==> src/rtl/ci_issuer.sv <==
// Initiator for the multicycle custom-instruction interface: valid/ready operand in, one CI transaction, valid/ready result out.
// Optional done-timeout watchdog enabled by defining CI_TIMEOUT_EN.
module ci_issuer #(
  parameter int unsigned DATA_W      = 32,
  parameter int unsigned CNT_W       = 16,
  parameter int unsigned TIMEOUT_CYC = 64
) (
  input  logic              clk,
  input  logic              aclr_n,
  input  logic              in_valid,
  output logic              in_ready,
  input  logic [DATA_W-1:0] in_dataa,
  input  logic [DATA_W-1:0] in_datab,
  output logic              ci_clk_en,
  output logic              ci_start,
  output logic [DATA_W-1:0] ci_dataa,
  output logic [DATA_W-1:0] ci_datab,
  input  logic [DATA_W-1:0] ci_result,
  input  logic              ci_done,
  output logic              out_valid,
  input  logic              out_ready,
  output logic [DATA_W-1:0] out_result,
  output logic              busy,
  output logic [CNT_W-1:0]  op_count,
  output logic              timeout_err
);

  typedef enum logic [1:0] {S_IDLE, S_ISSUE, S_WAIT, S_HOLD} state_t;

  state_t              state_q, state_d;
  logic [DATA_W-1:0]   a_q, a_d, b_q, b_d, res_q, res_d;
  logic [CNT_W-1:0]    cnt_q, cnt_d;
  logic                terr_q, terr_d;
  logic                timeout;
  logic                active;

  assign active = (state_q == S_ISSUE) || (state_q == S_WAIT);

`ifdef CI_TIMEOUT_EN
  localparam int unsigned TW = $clog2(TIMEOUT_CYC + 1);
  logic [TW-1:0] tcnt_q, tcnt_d;

  // A done on the limit cycle takes priority over the timeout.
  assign timeout = active && !ci_done && (tcnt_q == TW'(TIMEOUT_CYC - 1));

  always_comb begin
    tcnt_d = tcnt_q;
    if (state_q == S_IDLE && in_valid) tcnt_d = '0;
    else if (active)                   tcnt_d = tcnt_q + 1'b1;
  end

  always_ff @(posedge clk or negedge aclr_n) begin
    if (!aclr_n) tcnt_q <= '0;
    else         tcnt_q <= tcnt_d;
  end
`else
  logic unused_timeout_cyc;
  assign unused_timeout_cyc = |TIMEOUT_CYC;
  assign timeout = 1'b0;
`endif

  always_ff @(posedge clk or negedge aclr_n) begin
    if (!aclr_n) state_q <= S_IDLE;
    else         state_q <= state_d;
  end

  always_comb begin
    state_d = state_q;
    case (state_q)
      S_IDLE:  if (in_valid)            state_d = S_ISSUE;
      S_ISSUE: state_d = (ci_done || timeout) ? S_HOLD : S_WAIT;
      S_WAIT:  if (ci_done || timeout)  state_d = S_HOLD;
      S_HOLD:  if (out_ready)           state_d = S_IDLE;
      default:                          state_d = S_IDLE;
    endcase
  end

  always_comb begin
    in_ready  = aclr_n && (state_q == S_IDLE);
    ci_start  = (state_q == S_ISSUE);
    ci_clk_en = active;
    out_valid = (state_q == S_HOLD);
    busy      = (state_q != S_IDLE);
  end

  always_comb begin
    a_d    = a_q;
    b_d    = b_q;
    res_d  = res_q;
    cnt_d  = cnt_q;
    terr_d = terr_q;
    if (state_q == S_IDLE && in_valid) begin
      a_d = in_dataa;
      b_d = in_datab;
    end
    if (active && ci_done) begin
      res_d = ci_result;
    end else if (timeout) begin
      res_d  = DATA_W'(32'h7FC0_0000);
      terr_d = 1'b1;
    end
    if (state_q == S_HOLD && out_ready) cnt_d = cnt_q + 1'b1;
  end

  always_ff @(posedge clk or negedge aclr_n) begin
    if (!aclr_n) begin
      a_q    <= '0;
      b_q    <= '0;
      res_q  <= '0;
      cnt_q  <= '0;
      terr_q <= 1'b0;
    end else begin
      a_q    <= a_d;
      b_q    <= b_d;
      res_q  <= res_d;
      cnt_q  <= cnt_d;
      terr_q <= terr_d;
    end
  end

  assign ci_dataa    = a_q;
  assign ci_datab    = b_q;
  assign out_result  = res_q;
  assign op_count    = cnt_q;
  assign timeout_err = terr_q;

endmodule

==> config.mk <==
export PLATFORM = sky130hd
export DESIGN_NAME = ci_issuer
export DESIGN_NICKNAME = d
export VERILOG_FILES = /design/src/rtl/ci_issuer.sv
export SDC_FILE = /design/constraint.sdc
export NUM_CORES = 1
export LEC_CHECK = 0
export BUFFER_PORTS_ARGS = -buffer_cell sky130_fd_sc_hd__buf_2
export CORE_UTILIZATION = 41
export CTS_BUF_LIST = sky130_fd_sc_hd__clkbuf_16
export DETAILED_ROUTE_END_ITERATION = 16
export PLACE_DENSITY = 0.83
export SLEW_MARGIN = 20
export SYNTH_ARGS = -nofsm -noshare
export SYNTH_HDL_FRONTEND = slang
export SYNTH_SLANG_ARGS = --single-unit
==> constraint.sdc <==
create_clock -name clk -period 1.6 [get_ports clk]
set_input_delay 0.24 -clock clk [delete_from_list [all_inputs] [get_ports clk]]
set_output_delay 0.24 -clock clk [all_outputs]
set_load 0.005 [all_outputs]
==> flow_summary_export.csv, run 1 <==
group,metric,value,unit
detailed_routing,viasPerCell,4.74,
die,io_pins,219,
finish,fillCellCount,852,
die,start_util,42.8,%
global_route,grt_pass1_vias,3386,
finish,utilization,61.6,%
worst_setup_path,start_kind,"flop",
synth,syn-instance-count,283,
clock_tree,cts-root-buf,"clkbuf_16",
outcome,outcome,"finished, final reports clean",
timing,maxSlewViolCount,0,
pwr,ir_worst_vdd,1000,uV
finish,antenna_cells,0,
global_route,grt_antenna_before_repair,0,
global_route,grt_pass1_wl,15.8,mm
synth,avgSynthCellArea,15.7,sq um
die,die_h,106,microns
detailed_routing,ant_nets,0,
clock_tree,cts.sinks,114,
synth,ys_seq_elements,114,
worst_setup_path,endpoint_kind,"primary output",
finish,nets,626,
die,die_x,106,microns
clock_tree,numCtsBuffers,17,
timing,fin_skew,0.00848,ns
worst_setup_path,cp_max_fo,5,
timing,tightest_slew,0.630,ns
finish,seq_area,2850,sq um
timing,setup-tns-final,0,ns
worst_setup_path,critPathRequiredTime,1.36,ns
finish,drive_gt1_share,69.5,%
detailed_routing,wl_per_cell,14.9,microns
worst_setup_path,rr_endpoint,"ci_dataa[23]",
detailed_routing,firstDrtPassIters,4,
die,coreArea,10400,sq um
detailed_routing,vias,3160,
placement,hpwl,7.18,mm
worst_setup_path,reg2reg_depth,5,
detailed_routing,drt_iter0_markers,53,
global_route,grt_start_max_net_pins,115,
finish,multi_input_area,1570,sq um
timing,fmax,0.635,GHz
synth,syn_nets,390,
synth,synth-async-reset-ratio,100,%
die,dieArea,11300,sq um
synth,synthesis.area,4450,sq um
timing,rsz0062_at_grt,"true",
placement,port_buffers,217,
global_route,track_usage,18.3,%
pwr,p_leak,0.00324,uW
min_path,hold_class,"in2reg",
clock_tree,clock_path_buffers,2,
timing,report.final.hold_viol_count,0,
global_route,grt_overflow_total,0,
synth,ys.flop_type,"dfrtp_1",
worst_setup_path,critPathKind,"reg2out",
clock_tree,cts_tree,"yes",
timing,finalSetupViolCount,0,
detailed_routing,drt_wl_total,9.94,mm
flow_run,max-cap-violations,0,
worst_setup_path,cp-startpoint,"state_q[1]",
clock_tree,clk_latency,0.40,ns
finish,areaGrowthSynthToFinish,44.0,%
synth,yosysSeqAreaShare,64.1,%
timing,relSlewSlack,58.0,%
worst_setup_path,cp-endpoint,"out_valid",
placement,gp_congestion,0.740,
clock_tree,cts_max_level,4,
synth,synth-edff-count,0,
die,row_count,37,
worst_setup_path,r2r_start,"state_q[1]",
detailed_routing,drc,0,
clock_tree,clkTransAtPathRegs,0.05,ns
synth,yosysUniqueCellTypes,28,
worst_setup_path,arrival,1.33,ns
timing,fin_crit,1.57,ns
timing,finalCritPeriodShare,98.4,%
synth,yosysWarnings,0,
pwr,powerDensity,2060,nW/um^2
worst_setup_path,r2r_setup_slack,0.05,ns
## placed cells by master (no fill, tap or decap), types with 2 or more instances in the layout
cell	instances
inv_2	3
and3_1	2
clkbuf_16	18
nand2_1	4
clkinvlp_4	3
buf_12	3
nand3_1	5
buf_2	215
nand2_2	3
dfrtp_1	114
xnor2_1	7
nor3_2	2
clkinv_2	5
ha_1	4
buf_4	6
inv_1	4
xor2_1	8
nand4_1	2
mux2_2	98
bufinv_16	3
nor2_1	3
nor4_1	3
## layer usage
metal  vias to the layer above  wire [microns]  GRT usage (%)
li1                       1464               -              -
met1                      1543            3710           18.9
met2                       134            5360           32.7
met3                        19             659           6.44
met4                         0             214           8.53
met5                         -               0              0
## logic make-up (layout without fill, tap and decap cells)
| family | after synthesis | count (layout) | synth area share (%) |
|---|---|---|---|
| AO/OA/AOI/OAI | 4 | 4 | 0.674 |
| adder cells (fa/ha/maj) | 6 | 6 | 1.69 |
| flip-flops | 114 | 114 | 64.1 |
| multiplexers | 98 | 98 | 24.8 |
| other | 1 | 1 | 0.0842 |
| XOR/XNOR | 15 | 15 | 2.95 |
| buffers and inverters | 15 | 263 | 1.60 |
| AND/OR/NAND/NOR | 30 | 30 | 4.16 |
## worst max-delay path, cell delays in order, from the launching register on
cell	delay (ns)
dfrtp_1	0.41
ha_2	0.28
buf_4	0.14
buf_2	0.11
## cell type report
cell class | instances | share of cell area [%]
multi-input cells | 154 | 24.5
clock buffers | 17 | 6.63
repair buffers | 227 | 19.1
inverters | 5 | 0.293
clock inverters | 14 | 2.32
flip-flops and latches | 114 | 44.5
well taps | 136 | 2.65
## per-stage QoR
step / instance area, sq um / instances / worst slack, ns / hold slack, ns / total power, uW
detailed placement: 5750 / 633 / -0.0737 / 0.384 / 9420
CTS: 6360 / 665 / -0.00259 / 0.0514 / 13200
global placement: 5750 / 633 / 0.0418 / 0.370 / 9130
global route: 6410 / 667 / -0.0603 / 0.0499 / 14000
floorplan: 4450 / 283 / 0.0108 / -0.0556 / 7250
finish: 6410 / 667 / 0.0250 / 0.0646 / 13200
## worst min-delay path by stage
stage	depth (start not counted)	slack [ns]	startpoint	endpoint
after floorplan	0	-0.06	aclr_n	ci_dataa[0]
after global placement	2	0.37	aclr_n	op_count[7]
after global routing	2	0.05	in_dataa[18]	ci_dataa[18]
after CTS	2	0.05	ci_result[6]	out_result[6]
final	2	0.06	ci_result[16]	out_result[16]
after detailed placement	2	0.38	aclr_n	op_count[9]
## sequential cells by signal, summed over array words and instances, names as in the netlist
signal	flops
ci_dataa	32
ci_datab	32
out_result	32
op_count	16
state_q	2
## synth_stat cells, drive strengths merged, types with 2 or more instances
master  count  share of area [%]
dfrtp     114                 64
ha          6                1.7
nand4       3               0.76
nor3        2               0.34
and3        2               0.28
mux2       98                 25
xor2        8                1.6
inv         5               0.42
nand2       7               0.65
buf        10                1.2
nor2        4               0.39
nand3       6               0.79
nor4        3               0.42
xnor2       7                1.4
## power by group
group,leakage [uW],internal [uW],switching [uW],total (uW)
Clock,0.000284,2400,1240,3640
Sequential,0.00137,4250,721,4970
Combinational,0.00158,2740,1840,4570
Total,0.00324,9390,3800,13200
## timing repair
item                                    in CTS  in global routing
pin swaps                                    1                  1
endpoints found under the setup margin     103                 63
gates resized for setup                      6                  7
hold endpoints to repair                   114                  0
hold buffers                                 1                  0
cloned                                       0                  1
setup buffers                                0                  1
Note: power is estimated with default switching activity, not from simulation.
==> run 2, diff against run 1 <==
- CORE_MARGIN: default -> 5
- CORE_UTILIZATION: 41 -> 30
- PLACE_DENSITY: 0.83 -> 0.64
- clock period: 1.6 -> 1.9 ns (I/O delays scaled with it)
==> run 2 against run 1 <==
  * The flow now finishes with violations (hold timing)
  * Register-to-register slack improved by 0.14 ns
  * Sequential share of layout area shrank 0.25 points
  * First-iteration DRC count up 94%
  * Routed wire length is 9.5% higher
  * Critical path depth is 2 higher
  * Via count down 0.85%
  * Clock-buffer cell count did not move
  * Combinational power fell by 19%
  * Cell count rose by 7.6%
  * Clock power is 12% lower
  * Power fell by 16%
  * Critical endpoint is now ci_datab[13]
==> flow_summary_export.csv, run 2 (same netlist as run 1, synthesis figures left out) <==
group,metric,value,unit
global_route,grt_antenna_before_repair,0,
worst_setup_path,arrival,1.99,ns
placement,port_buffers,217,
finish,areaGrowthSynthToFinish,44.8,%
detailed_routing,drc,0,
die,row_count,44,
clock_tree,clock_path_buffers,2,
die,die_x,132,microns
flow_run,max-cap-violations,0,
clock_tree,cts_hold_buf,0,
clock_tree,cts_max_level,4,
clock_tree,cts.sinks,114,
finish,drive_gt1_share,67.6,%
detailed_routing,firstDrtPassIters,6,
min_path,hold_class,"in2async",
detailed_routing,vias,3133,
timing,hold_ws,-0.0416,ns
global_route,grt_start_max_net_pins,115,
worst_setup_path,rr_endpoint,"ci_datab[13]",
pwr,ir_worst_vdd,802,uV
placement,gp_congestion,0.727,
clock_tree,clkTransAtPathRegs,0.05,ns
die,dieArea,17400,sq um
timing,report.final.hold_viol_count,37,
outcome,outcome,"finished with violations",
global_route,track_usage,13.0,%
clock_tree,numCtsBuffers,17,
global_route,grt_overflow_total,0,
timing,finalSetupViolCount,0,
clock_tree,ctsResizeCount,0,
clock_tree,cts_setup_buffers,0,
finish,final_cell_mix,"buf_2 (216), dfrtp_1 (114), mux2_2 (98)",
timing,relSlewSlack,56.8,%
timing,finalCritPeriodShare,89.7,%
timing,setup-tns-final,0,ns
finish,antenna_cells,0,
timing,fmax,0.586,GHz
timing,rsz0062_at_grt,"false",
worst_setup_path,critPathRequiredTime,2.18,ns
worst_setup_path,start_kind,"flop",
finish,nets,628,
worst_setup_path,cp_max_fo,23,
detailed_routing,drt_iter0_markers,103,
clock_tree,cts-root-buf,"clkbuf_16",
detailed_routing,viasPerCell,4.36,
timing,tightest_slew,0.648,ns
finish,mostFrequentLayoutCell,"buf_2",
die,coreArea,14500,sq um
detailed_routing,wl_per_cell,15.2,microns
pwr,p_leak,0.00325,uW
global_route,grt_pass1_vias,3610,
die,start_util,30.6,%
worst_setup_path,r2r_start,"state_q[1]",
global_route,grt_pass1_wl,18.5,mm
die,io_pins,219,
worst_setup_path,r2r_setup_slack,0.19,ns
die,die_h,132,microns
clock_tree,clk_latency,0.40,ns
timing,fin_skew,0.0103,ns
timing,maxSlewViolCount,0,
detailed_routing,ant_nets,0,
worst_setup_path,critPathKind,"reg2reg",
timing,fin_crit,1.71,ns
pwr,powerDensity,1720,nW/um^2
outcome,violations,"hold timing",
placement,hpwl,8.22,mm
detailed_routing,drt_wl_total,10.9,mm
worst_setup_path,reg2reg_depth,5,
worst_setup_path,endpoint_kind,"flop",
clock_tree,cts_tree,"yes",
run 2: cell type report:
cell class                 instances  area [sq um]
tap                              184           230
clock buffer                      17           425
clock inverter                    15           174
timing repair buffer             229          1220
fill                            1358          8090
multi-input combinational        154          1530
sequential                       114          2850
inverter                           5          18.8
run 2: report_power, final:
group	internal [uW]	total (uW)	switching [uW]
logic	2200	3690	1500
clock network	2160	3220	1060
registers	3580	4170	591
total	7930	11100	3150
run 2: how the worst max path moves through the flow:
stage               startpoint             to  slack, ns
finish              state_q[1]   ci_datab[13]       0.19
global route        state_q[1]   ci_datab[13]       0.03
CTS                 state_q[1]   ci_datab[13]       0.16
detailed placement  state_q[1]   ci_datab[13]       0.17
global placement    state_q[0]   ci_datab[22]       0.25
floorplan           state_q[0]  out_result[0]       0.31
run 2: worst max-delay path, stage by stage (launching register included):
cell and delay [ns]:
dfrtp_1 0.41, inv_1 0.10, ha_1 0.23, nand2_2 0.26
buf_12 0.22, mux2_2 0.35
run 2: per-stage QoR:
stage	utilization, %	power (uW)	instances	area (sq um)	worst slack [ns]
2_1_floorplan	-	6100	283	4450	0.311
3_3_place_gp	40.2	7840	686	5850	0.245
3_5_place_dp	40.2	8010	686	5850	0.170
4_1_cts	44.4	11300	718	6450	0.160
5_1_grt	44.4	11800	718	6450	0.0310
6_report	44.4	11100	718	6450	0.195
run 2: routing by layer:
layer | part of all wire, % | GRT usage (%)
met1 | 37 | 14.4
met4 | 1.1 | 4.63
met2 | 53 | 22.1
met5 | 0 | 0
met3 | 8.9 | 6.07
==> run 3, diff against run 2 <==
- PLACE_DENSITY: 0.64 -> 0.53
- REMOVE_ABC_BUFFERS: default -> 1
==> run 3 against run 2 <==
  * The flow still finishes with violations (hold timing)
  * Cell area down 1.0%
  * Largest cell class unchanged
  * Clock skew is 0.0033 ns lower
  * Die area unchanged
  * Sequential power about the same
  * Power fell by 0.83%
  * Clock-buffer cell count unchanged
  * Register-to-register slack gained 0.03 ns
  * Highest routed layer unchanged
  * Clock power about the same
==> flow_summary_export.csv, run 3 (same netlist as run 1, synthesis figures left out) <==
group,metric,value,unit
pwr,p_clk_share,29.3,%
pwr,powerDensity,1720,nW/um^2
pwr,p_leak,0.00322,uW
worst_setup_path,path_buf_inv,2,
placement,hpwl,7.88,mm
timing,finalSetupViolCount,0,
worst_setup_path,critPathRequiredTime,1.62,ns
finish,seq_area,2850,sq um
clock_tree,cts_tree,"yes",
worst_setup_path,cp_max_fo,5,
clock_tree,cts_setup_buffers,0,
clock_tree,numCtsBuffers,17,
detailed_routing,ant_nets,0,
detailed_routing,viasPerCell,4.32,
detailed_routing,firstDrtPassIters,3,
detailed_routing,wl_per_cell,15.2,microns
pwr,power_frac_seq,38.1,%
timing,relSlewSlack,60.1,%
worst_setup_path,r2r_start,"state_q[0]",
finish,nets,619,
global_route,track_usage,12.7,%
global_route,grt_start_max_net_pins,115,
detailed_routing,vias,3063,
timing,fmax,0.582,GHz
global_route,grt_overflow_total,0,
global_route,grt_antenna_before_repair,0,
die,start_util,30.6,%
clock_tree,cts_hold_buf,0,
finish,multi_input_area,1530,sq um
finish,utilization,43.9,%
global_route,grt_pass1_wl,17.7,mm
timing,finalCritPeriodShare,90.4,%
min_path,hold_class,"in2async",
worst_setup_path,crit_slowest_cell,"dfrtp_1",
die,coreArea,14500,sq um
worst_setup_path,arrival,1.43,ns
die,die_x,132,microns
timing,report.final.hold_viol_count,17,
worst_setup_path,critPathTopFamily,"flip-flops",
outcome,outcome,"finished with violations",
flow_run,max-cap-violations,0,
die,die_h,132,microns
timing,rsz0062_at_grt,"false",
detailed_routing,drt_wl_total,10.8,mm
finish,areaGrowthSynthToFinish,43.3,%
pwr,finalPower,11000,uW
finish,drive_gt1_share,67.2,%
clock_tree,clkTransAtPathRegs,0.05,ns
pwr,swShare,28.4,%
clock_tree,cts.sinks,114,
pwr,ir_worst_vdd,758,uV
worst_setup_path,rr_endpoint,"ci_dataa[12]",
placement,place_area,5780,sq um
worst_setup_path,path_cells,"inv_1 -> ha_1 -> and2_1 -> buf_2",
finish,fillCellCount,1362,
detailed_routing,drc,0,
die,row_count,44,
worst_setup_path,reg2reg_depth,5,
clock_tree,cts_max_level,4,
finish,final_cell_mix,"buf_2 (216), dfrtp_1 (114), mux2_2 (98)",
finish,final_area,6380,sq um
placement,gp_congestion,0.707,
worst_setup_path,crit_path_max_incr_delay,0.41,ns
pwr,combPwrFrac,32.7,%
worst_setup_path,endpoint_kind,"primary output",
outcome,violations,"hold timing",
clock_tree,cts-root-buf,"clkbuf_16",
timing,fin_crit,1.72,ns
worst_setup_path,critPathKind,"reg2out",
die,io_pins,219,
timing,hold_ws,-0.0159,ns
worst_setup_path,r2r_setup_slack,0.22,ns
clock_tree,clk_latency,0.41,ns
clock_tree,clock_path_buffers,2,
die,dieArea,17400,sq um
placement,port_buffers,217,
finish,antenna_cells,0,
pwr,p_int,7870,uW
global_route,grt_pass1_vias,3406,
finish,mostFrequentLayoutCell,"buf_2",
timing,fin_skew,0.00702,ns
timing,tightest_slew,0.598,ns
timing,maxSlewViolCount,0,
worst_setup_path,start_kind,"flop",
detailed_routing,drt_iter0_markers,70,
pwr,switching_power,3120,uW
clock_tree,ctsResizeCount,0,
[run 3: per-layer routing]
metal / GRT usage (%) / vias to the layer above / wire length, microns
met2: 19.1 / 150 / 4870
li1: - / 1451 / -
met1: 15.3 / 1443 / 4530
met5: 0 / - / 0
met4: 5.89 / 0 / 255
met3: 6.26 / 19 / 1100
[run 3: worst max path at each step]
stage	from	end	slack, ns	cells past startpoint
after floorplan	state_q[0]	ci_dataa[0]	-0.69	4
final	state_q[0]	in_ready	0.18	4
after global routing	state_q[0]	in_ready	0.08	4
after detailed placement	state_q[0]	ci_datab[20]	0.22	5
after global placement	state_q[0]	ci_datab[18]	0.29	5
after CTS	state_q[0]	in_ready	0.14	4
[run 3: cell type report]
class | instances | share of cell area [%]
clock inverters | 15 | 2.73
multi-input cells | 154 | 24.0
well taps | 184 | 3.61
repair buffers | 220 | 18.0
flip-flops and latches | 114 | 44.7
inverters | 5 | 0.294
clock buffers | 17 | 6.67
[run 3: stage by stage]
step                std cells  hold slack, ns  TNS, ns  worst slack, ns
floorplan                 273         -0.0106   -47.67           -0.690
global placement          677           0.444        0            0.289
detailed placement        677           0.441        0            0.223
CTS                       709         0.00342        0            0.142
global route              709          0.0465        0           0.0823
finish                    709         -0.0159        0            0.182
[run 3: power by group through the flow]
stage / logic [uW] / clock network [uW] / registers [uW]
4_1_cts: 3700 / 3310 / 4200
3_3_place_gp: 3620 / 0 / 4190
3_5_place_dp: 3700 / 0 / 4220
6_report: 3590 / 3220 / 4180
5_1_grt: 3980 / 3440 / 4320
2_1_floorplan: 1820 / 0 / 4270
